<file path="config.mk">
export PLATFORM = sky130hd
export DESIGN_NAME = palette_ram_arbiter_flat
export DESIGN_NICKNAME = d
export VERILOG_FILES = /design/src/rtl/palette_ram_arbiter_if.sv /design/src/rtl/palette_ram_arbiter.sv /design/src/flat_wrapper.sv
export SDC_FILE = /design/constraint.sdc
export NUM_CORES = 1
export LEC_CHECK = 0
export ABC_AREA = 1
export CORE_MARGIN = 1
export CORE_UTILIZATION = 48
export CTS_CLUSTER_SIZE = 40
export DETAILED_ROUTE_END_ITERATION = 16
export DONT_BUFFER_PORTS = 1
export SYNTH_ARGS = -nofsm -noshare
export SYNTH_HDL_FRONTEND = slang
export SYNTH_SLANG_ARGS = --single-unit
</file>
<file path="constraint.sdc">
create_clock -name HCLK -period 2.2 [get_ports HCLK]
set_input_delay 0.44 -clock HCLK [delete_from_list [all_inputs] [get_ports HCLK]]
set_output_delay 0.44 -clock HCLK [all_outputs]
set_load 0.1 [all_outputs]
</file>
<file path="src/rtl/palette_ram_arbiter_if.sv">
// Bus bundle between the palette RAM arbiter, its two requesters
// (pixel serializer, AHB slave) and the single-port palette RAM.
interface palette_ram_arbiter_if;
   logic        lcd_en;
   logic        pix_req;
   logic [7:0]  pix_addr;
   logic        pix_gnt;
   logic [15:0] pix_rdata;
   logic        pix_rvalid;
   logic        ahb_req;
   logic        ahb_wr;
   logic [6:0]  ahb_addr;
   logic [31:0] ahb_wdata;
   logic [31:0] ahb_rdata;
   logic        ahb_done;
   logic        ram_we;
   logic [6:0]  ram_addr;
   logic [31:0] ram_wdata;
   logic [31:0] ram_rdata;
   logic        busy;

   // Arbiter side of the bundle.
   modport slave (
      input  lcd_en, pix_req, pix_addr, ahb_req, ahb_wr, ahb_addr, ahb_wdata, ram_rdata,
      output pix_gnt, pix_rdata, pix_rvalid, ahb_rdata, ahb_done,
             ram_we, ram_addr, ram_wdata, busy
   );

   // Requester / RAM side of the bundle.
   modport master (
      output lcd_en, pix_req, pix_addr, ahb_req, ahb_wr, ahb_addr, ahb_wdata, ram_rdata,
      input  pix_gnt, pix_rdata, pix_rvalid, ahb_rdata, ahb_done,
             ram_we, ram_addr, ram_wdata, busy
   );
endinterface

</file>
<file path="src/rtl/palette_ram_arbiter.sv">
// Palette RAM arbiter: one RAM access per cycle, pixel lookups first,
// AHB accesses forced through after MAX_STALL consecutive denials.
module palette_ram_arbiter #(
   parameter int MAX_STALL = 4,
   parameter int CNT_W     = 4
) (
   input logic                  HCLK,
   input logic                  HRESET,
   palette_ram_arbiter_if.slave bus
);

   localparam logic [CNT_W-1:0] STALL_LIMIT = CNT_W'(MAX_STALL);
   localparam logic [CNT_W-1:0] CNT_ONE     = CNT_W'(1);

   typedef enum logic [1:0] {
      GNT_NONE = 2'd0,
      GNT_PIX  = 2'd1,
      GNT_AHB  = 2'd2
   } gnt_e;

   gnt_e             gnt_s;
   logic             ahb_elig_s;
   logic             force_s;
   logic             pix_win_s;
   logic             ram_we_s;

   logic [CNT_W-1:0] stall_cnt_q, stall_cnt_d;
   logic             ahb_out_q, ahb_out_d;
   logic             ahb_rd_p1_q, ahb_rd_p1_d;
   logic             ahb_done_q, ahb_done_d;
   logic [31:0]      ahb_rdata_q, ahb_rdata_d;
   logic             pix_p1_q, pix_p1_d;
   logic             pix_half_q, pix_half_d;
   logic             pix_rvalid_q, pix_rvalid_d;
   logic [15:0]      pix_rdata_q, pix_rdata_d;
   logic [6:0]       ram_addr_q, ram_addr_d;
   logic [31:0]      ram_wdata_q, ram_wdata_d;

   // Grant selection for the current cycle; nothing is granted while reset is held.
   always_comb begin
      ahb_elig_s = bus.ahb_req & ~ahb_out_q & ~ahb_done_q;
      force_s    = ahb_elig_s & (stall_cnt_q == STALL_LIMIT);
      pix_win_s  = HRESET & bus.lcd_en & ~force_s;
      gnt_s      = GNT_NONE;
      if (!HRESET) begin
         gnt_s = GNT_NONE;
      end else if (!bus.lcd_en) begin
         if (ahb_elig_s) begin
            gnt_s = GNT_AHB;
         end else begin
            gnt_s = GNT_NONE;
         end
      end else if (force_s) begin
         gnt_s = GNT_AHB;
      end else if (bus.pix_req) begin
         gnt_s = GNT_PIX;
      end else if (ahb_elig_s) begin
         gnt_s = GNT_AHB;
      end else begin
         gnt_s = GNT_NONE;
      end
   end

   // RAM port drive, response pipelines, stall counter and outstanding flag.
   always_comb begin
      ram_we_s     = 1'b0;
      ram_addr_d   = ram_addr_q;
      ram_wdata_d  = ram_wdata_q;
      pix_p1_d     = 1'b0;
      pix_half_d   = pix_half_q;
      ahb_rd_p1_d  = 1'b0;
      case (gnt_s)
         GNT_PIX: begin
            ram_addr_d = bus.pix_addr[7:1];
            pix_p1_d   = 1'b1;
            pix_half_d = bus.pix_addr[0];
         end
         GNT_AHB: begin
            ram_addr_d  = bus.ahb_addr;
            ram_we_s    = bus.ahb_wr;
            ahb_rd_p1_d = ~bus.ahb_wr;
            if (bus.ahb_wr) begin
               ram_wdata_d = bus.ahb_wdata;
            end else begin
               ram_wdata_d = ram_wdata_q;
            end
         end
         default: begin
            ram_addr_d = ram_addr_q;
         end
      endcase

      // RAM data is one cycle behind the address, so capture it from the first pipe stage.
      pix_rvalid_d = pix_p1_q;
      if (pix_p1_q) begin
         pix_rdata_d = pix_half_q ? bus.ram_rdata[31:16] : bus.ram_rdata[15:0];
      end else begin
         pix_rdata_d = pix_rdata_q;
      end

      ahb_done_d = ((gnt_s == GNT_AHB) & bus.ahb_wr) | ahb_rd_p1_q;
      if (ahb_rd_p1_q) begin
         ahb_rdata_d = bus.ram_rdata;
      end else begin
         ahb_rdata_d = ahb_rdata_q;
      end

      if (gnt_s == GNT_AHB) begin
         ahb_out_d = 1'b1;
      end else if (ahb_done_q) begin
         ahb_out_d = 1'b0;
      end else begin
         ahb_out_d = ahb_out_q;
      end

      if (!bus.ahb_req || (gnt_s == GNT_AHB)) begin
         stall_cnt_d = {CNT_W{1'b0}};
      end else if (ahb_elig_s && (stall_cnt_q < STALL_LIMIT)) begin
         stall_cnt_d = stall_cnt_q + CNT_ONE;
      end else begin
         stall_cnt_d = stall_cnt_q;
      end
   end

   // State and output registers; reset discards any in-flight response.
   always_ff @(posedge HCLK or negedge HRESET) begin
      if (!HRESET) begin
         stall_cnt_q  <= {CNT_W{1'b0}};
         ahb_out_q    <= 1'b0;
         ahb_rd_p1_q  <= 1'b0;
         ahb_done_q   <= 1'b0;
         ahb_rdata_q  <= 32'h0000_0000;
         pix_p1_q     <= 1'b0;
         pix_half_q   <= 1'b0;
         pix_rvalid_q <= 1'b0;
         pix_rdata_q  <= 16'h0000;
         ram_addr_q   <= 7'h00;
         ram_wdata_q  <= 32'h0000_0000;
      end else begin
         stall_cnt_q  <= stall_cnt_d;
         ahb_out_q    <= ahb_out_d;
         ahb_rd_p1_q  <= ahb_rd_p1_d;
         ahb_done_q   <= ahb_done_d;
         ahb_rdata_q  <= ahb_rdata_d;
         pix_p1_q     <= pix_p1_d;
         pix_half_q   <= pix_half_d;
         pix_rvalid_q <= pix_rvalid_d;
         pix_rdata_q  <= pix_rdata_d;
         ram_addr_q   <= ram_addr_d;
         ram_wdata_q  <= ram_wdata_d;
      end
   end

   assign bus.pix_gnt    = pix_win_s;
   assign bus.pix_rdata  = pix_rdata_q;
   assign bus.pix_rvalid = pix_rvalid_q;
   assign bus.ahb_rdata  = ahb_rdata_q;
   assign bus.ahb_done   = ahb_done_q;
   assign bus.ram_we     = ram_we_s;
   assign bus.ram_addr   = ram_addr_d;
   assign bus.ram_wdata  = ram_wdata_d;
   assign bus.busy       = ahb_out_q | pix_p1_q | pix_rvalid_q;

endmodule

</file>
<file path="src/flat_wrapper.sv">
// flat-port wrapper written by rule: the top's interface ports become plain ports
module palette_ram_arbiter_flat 
#(
   parameter int MAX_STALL = 4,
   parameter int CNT_W     = 4
)
  (HCLK, HRESET, bus_lcd_en, bus_pix_req, bus_pix_addr, bus_ahb_req, bus_ahb_wr, bus_ahb_addr, bus_ahb_wdata, bus_ram_rdata, bus_pix_gnt, bus_pix_rdata, bus_pix_rvalid, bus_ahb_rdata, bus_ahb_done, bus_ram_we, bus_ram_addr, bus_ram_wdata, bus_busy);
  palette_ram_arbiter_if bus_i ();
  input logic HCLK;
  input logic HRESET;
  input wire logic [$bits(bus_i.lcd_en)-1:0] bus_lcd_en;
  input wire logic [$bits(bus_i.pix_req)-1:0] bus_pix_req;
  input wire logic [$bits(bus_i.pix_addr)-1:0] bus_pix_addr;
  input wire logic [$bits(bus_i.ahb_req)-1:0] bus_ahb_req;
  input wire logic [$bits(bus_i.ahb_wr)-1:0] bus_ahb_wr;
  input wire logic [$bits(bus_i.ahb_addr)-1:0] bus_ahb_addr;
  input wire logic [$bits(bus_i.ahb_wdata)-1:0] bus_ahb_wdata;
  input wire logic [$bits(bus_i.ram_rdata)-1:0] bus_ram_rdata;
  output wire logic [$bits(bus_i.pix_gnt)-1:0] bus_pix_gnt;
  output wire logic [$bits(bus_i.pix_rdata)-1:0] bus_pix_rdata;
  output wire logic [$bits(bus_i.pix_rvalid)-1:0] bus_pix_rvalid;
  output wire logic [$bits(bus_i.ahb_rdata)-1:0] bus_ahb_rdata;
  output wire logic [$bits(bus_i.ahb_done)-1:0] bus_ahb_done;
  output wire logic [$bits(bus_i.ram_we)-1:0] bus_ram_we;
  output wire logic [$bits(bus_i.ram_addr)-1:0] bus_ram_addr;
  output wire logic [$bits(bus_i.ram_wdata)-1:0] bus_ram_wdata;
  output wire logic [$bits(bus_i.busy)-1:0] bus_busy;
  assign bus_i.lcd_en = bus_lcd_en;
  assign bus_i.pix_req = bus_pix_req;
  assign bus_i.pix_addr = bus_pix_addr;
  assign bus_i.ahb_req = bus_ahb_req;
  assign bus_i.ahb_wr = bus_ahb_wr;
  assign bus_i.ahb_addr = bus_ahb_addr;
  assign bus_i.ahb_wdata = bus_ahb_wdata;
  assign bus_i.ram_rdata = bus_ram_rdata;
  assign bus_pix_gnt = bus_i.pix_gnt;
  assign bus_pix_rdata = bus_i.pix_rdata;
  assign bus_pix_rvalid = bus_i.pix_rvalid;
  assign bus_ahb_rdata = bus_i.ahb_rdata;
  assign bus_ahb_done = bus_i.ahb_done;
  assign bus_ram_we = bus_i.ram_we;
  assign bus_ram_addr = bus_i.ram_addr;
  assign bus_ram_wdata = bus_i.ram_wdata;
  assign bus_busy = bus_i.busy;
  palette_ram_arbiter #(.MAX_STALL(MAX_STALL), .CNT_W(CNT_W)) u_core (.HCLK(HCLK), .HRESET(HRESET), .bus(bus_i));
endmodule
</file>
# == Yosys cells after proc, flatten, opt, wreduce, memory -nomap -nowiden ==
# Cells that the tools add are included.
# word_totals
in_bits,85
regBits,97
# op_classes
eq_ne,3
order_cmp,1
bitwise_logic,13
n_reduce_logical,5
add_sub_neg,1
mux,16
# ops
cell,count
$mux W32,2
$mux W16,1
$pmux W7 S2,1
$mux W2,5
$mux W4,2
$and A1 B1 Y1,6
$mux W1,5
$add A4 B1 Y4 const B,1
$eq A4 B3 Y1 const B,1
$lt A4 B3 Y1 const B,1
$not A1 Y1,4
$reduce_bool A2 Y1,2
$or A1 B1 Y1,3
$eq A2 B1 Y1 const B,1
$eq A2 B2 Y1 const B,1
$logic_and A1 B1 Y1,1
$logic_not A1 Y1,1
$logic_or A1 B1 Y1,1

# == Longest topological paths before layout ==
# Gate-level depths: netlist (run 1).
# depth
depth_word,11
depth_mapped,13
depth_no_buf,12

# == Worst setup path before layout (run 1) ==
# OpenSTA, ideal clock, no wires.
# synth_timing
path_type,register -> output
start,reg u_core.ahb_done_q (netlist: u_core.bus.ahb_done)
end,out bus_ram_addr[0]
arrival_ps,4917
required_ps,1760
stages_incl_launch_ff,12
setup_slack_ps,-3157
path_cell_list,dfrtp_1 > inv_1 > nand3_1 > nor2_1 > nor2_1 > nand2_1 > inv_1 > ha_1 > buf_2 > inv_1 > nor2_1 > a21oi_1
# synth_between
elab_chain_cells,9
# synth_rtl
item,line_no,text
start: declaration,palette_ram_arbiter.sv:30,"logic ahb_done_q, ahb_done_d;"
start signal: assignment,palette_ram_arbiter.sv:143,ahb_done_q <= ahb_done_d;
$not A1 Y1 *,palette_ram_arbiter.sv:41,ahb_elig_s = bus.ahb_req & ~ahb_out_q & ~ahb_done_q;
$and A1 B1 Y1 *,palette_ram_arbiter.sv:41,
$mux W2,"palette_ram_arbiter.sv:48, palette_ram_arbiter.sv:57",
$mux W2,palette_ram_arbiter.sv:55,end else if (bus.pix_req) begin
$mux W2,palette_ram_arbiter.sv:53,end else if (force_s) begin
$mux W2 *,palette_ram_arbiter.sv:47,end else if (!bus.lcd_en) begin
$mux W2 *,palette_ram_arbiter.sv:45,if (!HRESET) begin
$eq A2 B2 Y1 or $eq A2 B1 Y1 (tied branches),palette_ram_arbiter.sv:72,case (gnt_s)
$pmux W7 S2 *,palette_ram_arbiter.sv:72,
end: declaration,flat_wrapper.sv:25,output wire logic [$bits(bus_i.ram_addr)-1:0] bus_ram_addr;
# Mark *: on every way between the ends. The rest lies on a longest branch, timed or not.

# == Worst setup path in the final report (run 1) ==
# layout_timing
start,reg u_core.stall_cnt_q[1]
end,out bus_ram_addr[5]
# layout_between
elab_chain_cells,7
# layout_rtl
item,line_no,text
start: declaration,palette_ram_arbiter.sv:27,"logic [CNT_W-1:0] stall_cnt_q, stall_cnt_d;"
start signal: assignment,palette_ram_arbiter.sv:128,stall_cnt_q <= {CNT_W{1'b0}};
start signal: assignment,palette_ram_arbiter.sv:140,stall_cnt_q <= stall_cnt_d;
$eq A4 B3 Y1 *,palette_ram_arbiter.sv:42,force_s = ahb_elig_s & (stall_cnt_q == STALL_LIMIT);
$and A1 B1 Y1 *,palette_ram_arbiter.sv:42,
$mux W2 *,palette_ram_arbiter.sv:53,
$mux W2 *,palette_ram_arbiter.sv:47,
$mux W2 *,palette_ram_arbiter.sv:45,
$eq A2 B2 Y1 or $eq A2 B1 Y1 (tied branches),palette_ram_arbiter.sv:72,
$pmux W7 S2 *,palette_ram_arbiter.sv:72,
# Marks and branches as above.

==> results.tsv, run 1 <==
stage	metric	value	unit
power_and_ir_drop	part of the total power dissipated in the clock network	28.0	%
worst_setup_path	Critical Path Max Stage Delay	0.39	ns
worst_setup_path	Worst Setup Start Kind	flip-flop	
timing	Worst Hold Slack	-0.2391	ns
cells_and_area	number of nets in the layout	541	
global_route	initial antenna violation count	0	
logic_synthesis	number of distinct library cells after synthesis	23	
place	Place WS	-0.3227	ns
routing	routed wire length	10200	µm
cells_and_area	final standard cell count with taps included and fillers excluded	561	
outcome	violated checks	negative hold slack, negative setup slack	
timing	crit path setup slack, layout	-0.4621	ns
place	number of buffer cells added on primary ports	0	
place	half-perimeter wire length of the detailed placement result	6897	µm
clock_tree	Num CTS Buffers	9	
logic_synthesis	dominant synthesized flop cell	sky130_fd_sc_hd__dfrtp_1	
floorplan	Initial Utilization	50.32	%
worst_setup_path	category of the most critical setup path	flip-flop to output pin	
global_route	global routing usage summed across all routing layers	22.56	%
worst_setup_path	Worst setup EP type	output pin	
logic_synthesis	async set or reset register ratio after synthesis	100.0	%
routing	post-route ant nets	0	
clock_tree	number of clock sinks	97	
floorplan	vertical extent of the die	95.28	µm
power_and_ir_drop	PD cells	648.2	mW/mm²
cells_and_area	ratio of cells with drive above 1 in the final layout	53.51	%
logic_synthesis	number of storage elements in the synthesis netlist	97	
timing	Slew headroom	35.06	%
place	final weighted congestion in routability-driven placement	0.7790	
power_and_ir_drop	Internal Pwr Total	2.696	mW
clock_tree	H-tree depth	3	
power_and_ir_drop	total chip power	4.255	mW
routing	via count normalized by instance count	5.324	
outcome	run status	complete, but fails checks	
cells_and_area	Antenna Cells	0	
timing	final slew viol count	0	
place	Cell Count Post-Placement	534	
floorplan	total core area	0.008299	mm²
logic_synthesis	Synth Net Count	490	
timing	Max Fclk	375.6	MHz
worst_setup_path	largest driver fanout on the critical path	8	
min_path	class of the most critical hold timing path	primary input to async pin	
logic_synthesis	post-synthesis instance total	400	
clock_tree	clock tree from TritonCTS	built	
timing	measured slew at the worst slew-check pin	0.9742	ns
clock_tree	clock latency at the later pin of the worst-skew pair	0.36	ns
power_and_ir_drop	Net Switching	1.559	mW
cells_and_area	most frequent standard cell in the layout excluding fill and tap cells	sky130_fd_sc_hd__dfrtp_1	
global_route	overflow left after global routing	0	
floorplan	count of boundary I/O pins	177	
floorplan	die extent in x	95.28	µm
global_route	first-pass GRT wire length	15500	µm
clock_tree	Max Root-Sink Buffers	2	
logic_synthesis	sequential-to-total area share from yosys stat	58.12	%
routing	Iteration-0 DRC Markers	81	
routing	post-DR wirelength/cell	18.17	µm
routing	Initial DRT Pass Iterations	4	
logic_synthesis	synth warn	0	
timing	final setup violation count	40	
power_and_ir_drop	combinational power share	26.7	%
clock_tree	clock-pin transition on the worst setup and hold timing paths	0.10	ns
logic_synthesis	Avg Inst Size Synth	10.44	µm²
power_and_ir_drop	leakage power summed over all cells	2.990	nW
logic_synthesis	Cell Area, Synth	0.004177	mm²
routing	drc violations	0	
logic_synthesis	number of synthesized flops with an enable pin	0	
cells_and_area	area growth from synthesis to layout	57.19	%
floorplan	Std-Cell Rows	33	
floorplan	Die ar.	0.009078	mm²
worst_setup_path	Cell Chain, Critical Path	inv_1, ha_2, nand3_2, nand2_1, and3_4, inv_2, ha_4, inv_8, nor2_4, a21oi_4, buf_12	
timing	min Tclk post-route	2.662	ns
routing	routed via count	2987	
worst_setup_path	WP data required	1.76	ns
power_and_ir_drop	fraction of power spent switching nets	36.64	%
run	number of max-capacitance violations reported	0	
global_route	via count of the first global-routing pass	3086	
cells_and_area	Final Core Density	79.10	%
timing	Final Hold Viols	97	
timing	Period Utilization, post-route	121.0	%
power_and_ir_drop	sequential share of power	45.4	%
cells_and_area	most used cells in the layout excluding fill and tap cells	sky130_fd_sc_hd__dfrtp_1, sky130_fd_sc_hd__nand2_8, sky130_fd_sc_hd__nand2_1, sky130_fd_sc_hd__buf_4, sky130_fd_sc_hd__nand2_4	
timing	worst-case clock skew	0.01289	ns
global_route	maximum number of pins on one net before global-route repair	100	
worst_setup_path	slowest CP cell	sky130_fd_sc_hd__dfrtp_1	
worst_setup_path	data arrival time at the worst-slack endpoint	2.22	ns
timing	RSZ-0062 raised after global routing	true	
clock_tree	cell chosen for the clock root	sky130_fd_sc_hd__clkbuf_8	
power_and_ir_drop	IR Drop Worst-Case VDD	383.2	µV
cell usage after synthesis (2+ instances only):
master                    count  area share (%)
sky130_fd_sc_hd__a21oi_1     14             1.7
sky130_fd_sc_hd__a31oi_1     16             2.4
sky130_fd_sc_hd__buf_12       3             1.4
sky130_fd_sc_hd__buf_2        6            0.72
sky130_fd_sc_hd__buf_4        4            0.72
sky130_fd_sc_hd__buf_6        6             1.6
sky130_fd_sc_hd__dfrtp_1     97              58
sky130_fd_sc_hd__ha_1         5             1.5
sky130_fd_sc_hd__inv_1       14             1.3
sky130_fd_sc_hd__inv_4        2            0.30
sky130_fd_sc_hd__mux2_2       3            0.81
sky130_fd_sc_hd__mux2_4      29              10
sky130_fd_sc_hd__nand2_1    152              14
sky130_fd_sc_hd__nand3_1      6            0.72
sky130_fd_sc_hd__nand4_1      2            0.30
sky130_fd_sc_hd__nor2_1      33             3.0
sky130_fd_sc_hd__o21ai_0      2            0.24
final timing paths:
kind / cells past startpoint / slack (ns) / start / end
setup / recovery: 11 / -0.46 / u_core.stall_cnt_q[1] / bus_ram_addr[5]
hold / removal: 0 / -0.24 / HRESET / u_core.bus.ahb_rdata[8]
setup reg to reg: 13 / 0.19 / u_core.stall_cnt_q[1] / u_core.ram_wdata_q[12]
hold reg to reg: 2 / 0.55 / u_core.bus.pix_rdata[0] / u_core.bus.pix_rdata[0]
max in group asynchronous: 0 / 2.30 / HRESET / u_core.ram_wdata_q[16]
min in group HCLK: 1 / 0.13 / bus_ahb_wr / u_core.ahb_rd_p1_q
metrics by stage:
stage	area [µm²]	TNS [ns]
floorplan	5169	-41.16
global placement	5579	-7.752
detailed placement	5579	-9.339
CTS	6269	-16.98
global route	6565	-21.68
finish	6565	-16.56
cell families (layout without fill, tap and decap cells):
| group | after synthesis | after routing | synth area share, % |
|---|---|---|---|
| xor+xnor | 1 | 1 | 0.2097 |
| buf+inv | 36 | 92 | 6.141 |
| compound gates | 32 | 32 | 4.314 |
| simple gates | 197 | 197 | 18.48 |
| mux | 32 | 32 | 11.23 |
| fa+ha+maj | 5 | 5 | 1.498 |
| flops | 97 | 97 | 58.12 |
sequential cells by signal (all words and copies together), names as in the netlist, 4 cells and up:
signal,cells
u_core.ram_wdata_q,32
u_core.bus.pix_rdata,16
u_core.ram_addr_q,7
u_core.bus.ahb_rdata,32
u_core.stall_cnt_q,4
layout make-up:
| cell class | instances | area (µm²) |
|---|---|---|
| clock inverter | 7 | 75.07 |
| inverter | 16 | 82.58 |
| clock buffer | 9 | 123.9 |
| timing repair buffer | 60 | 740.7 |
| fill | 473 | 1734 |
| tap | 105 | 131.4 |
| multi-input combinational | 267 | 2979 |
| sequential | 97 | 2432 |
power groups by stage:
stage	sequential (mW)	clock, mW	combinational, mW
2_1_floorplan	2.42	0	0.389
3_3_place_gp	1.95	0	1.10
3_5_place_dp	1.96	0	1.11
4_1_cts	1.93	1.21	1.14
5_1_grt	1.94	1.29	1.18
6_report	1.93	1.19	1.13
critical path, delay by kind of cell, from the launching register on:
family | cells | cell delay, ns
buf+inv | 4 | 0.44
compound gates | 1 | 0.15
simple gates | 4 | 0.40
flops | 1 | 0.39
fa+ha+maj | 2 | 0.47
routing by layer:
layer	track usage [%]	vias to the layer above	share of wire, %
li1	-	1377	-
met1	27.15	1464	38
met2	37.68	133	50
met3	7.735	13	9.9
met4	7.576	0	1.5
met5	0	-	0
repair_timing:
action | 4_1_cts | 5_1_grt
buffers inserted | 8 | 0
endpoints found under the hold margin | 97 | 97
endpoints found under the setup margin | 40 | 40
resized for setup | 67 | 44
gates cloned | 2 | 3
pin swaps | 46 | 35
No activity file was read; power rests on OpenSTA's default activity.
==> inputs of run 2 (changes only) <==
PLACE_DENSITY = 0.6   (was unset)
RECOVER_POWER = 25   (was unset)
==> results of run 2 <==
Final layout, timing and power as in run 1 (identical DEF).
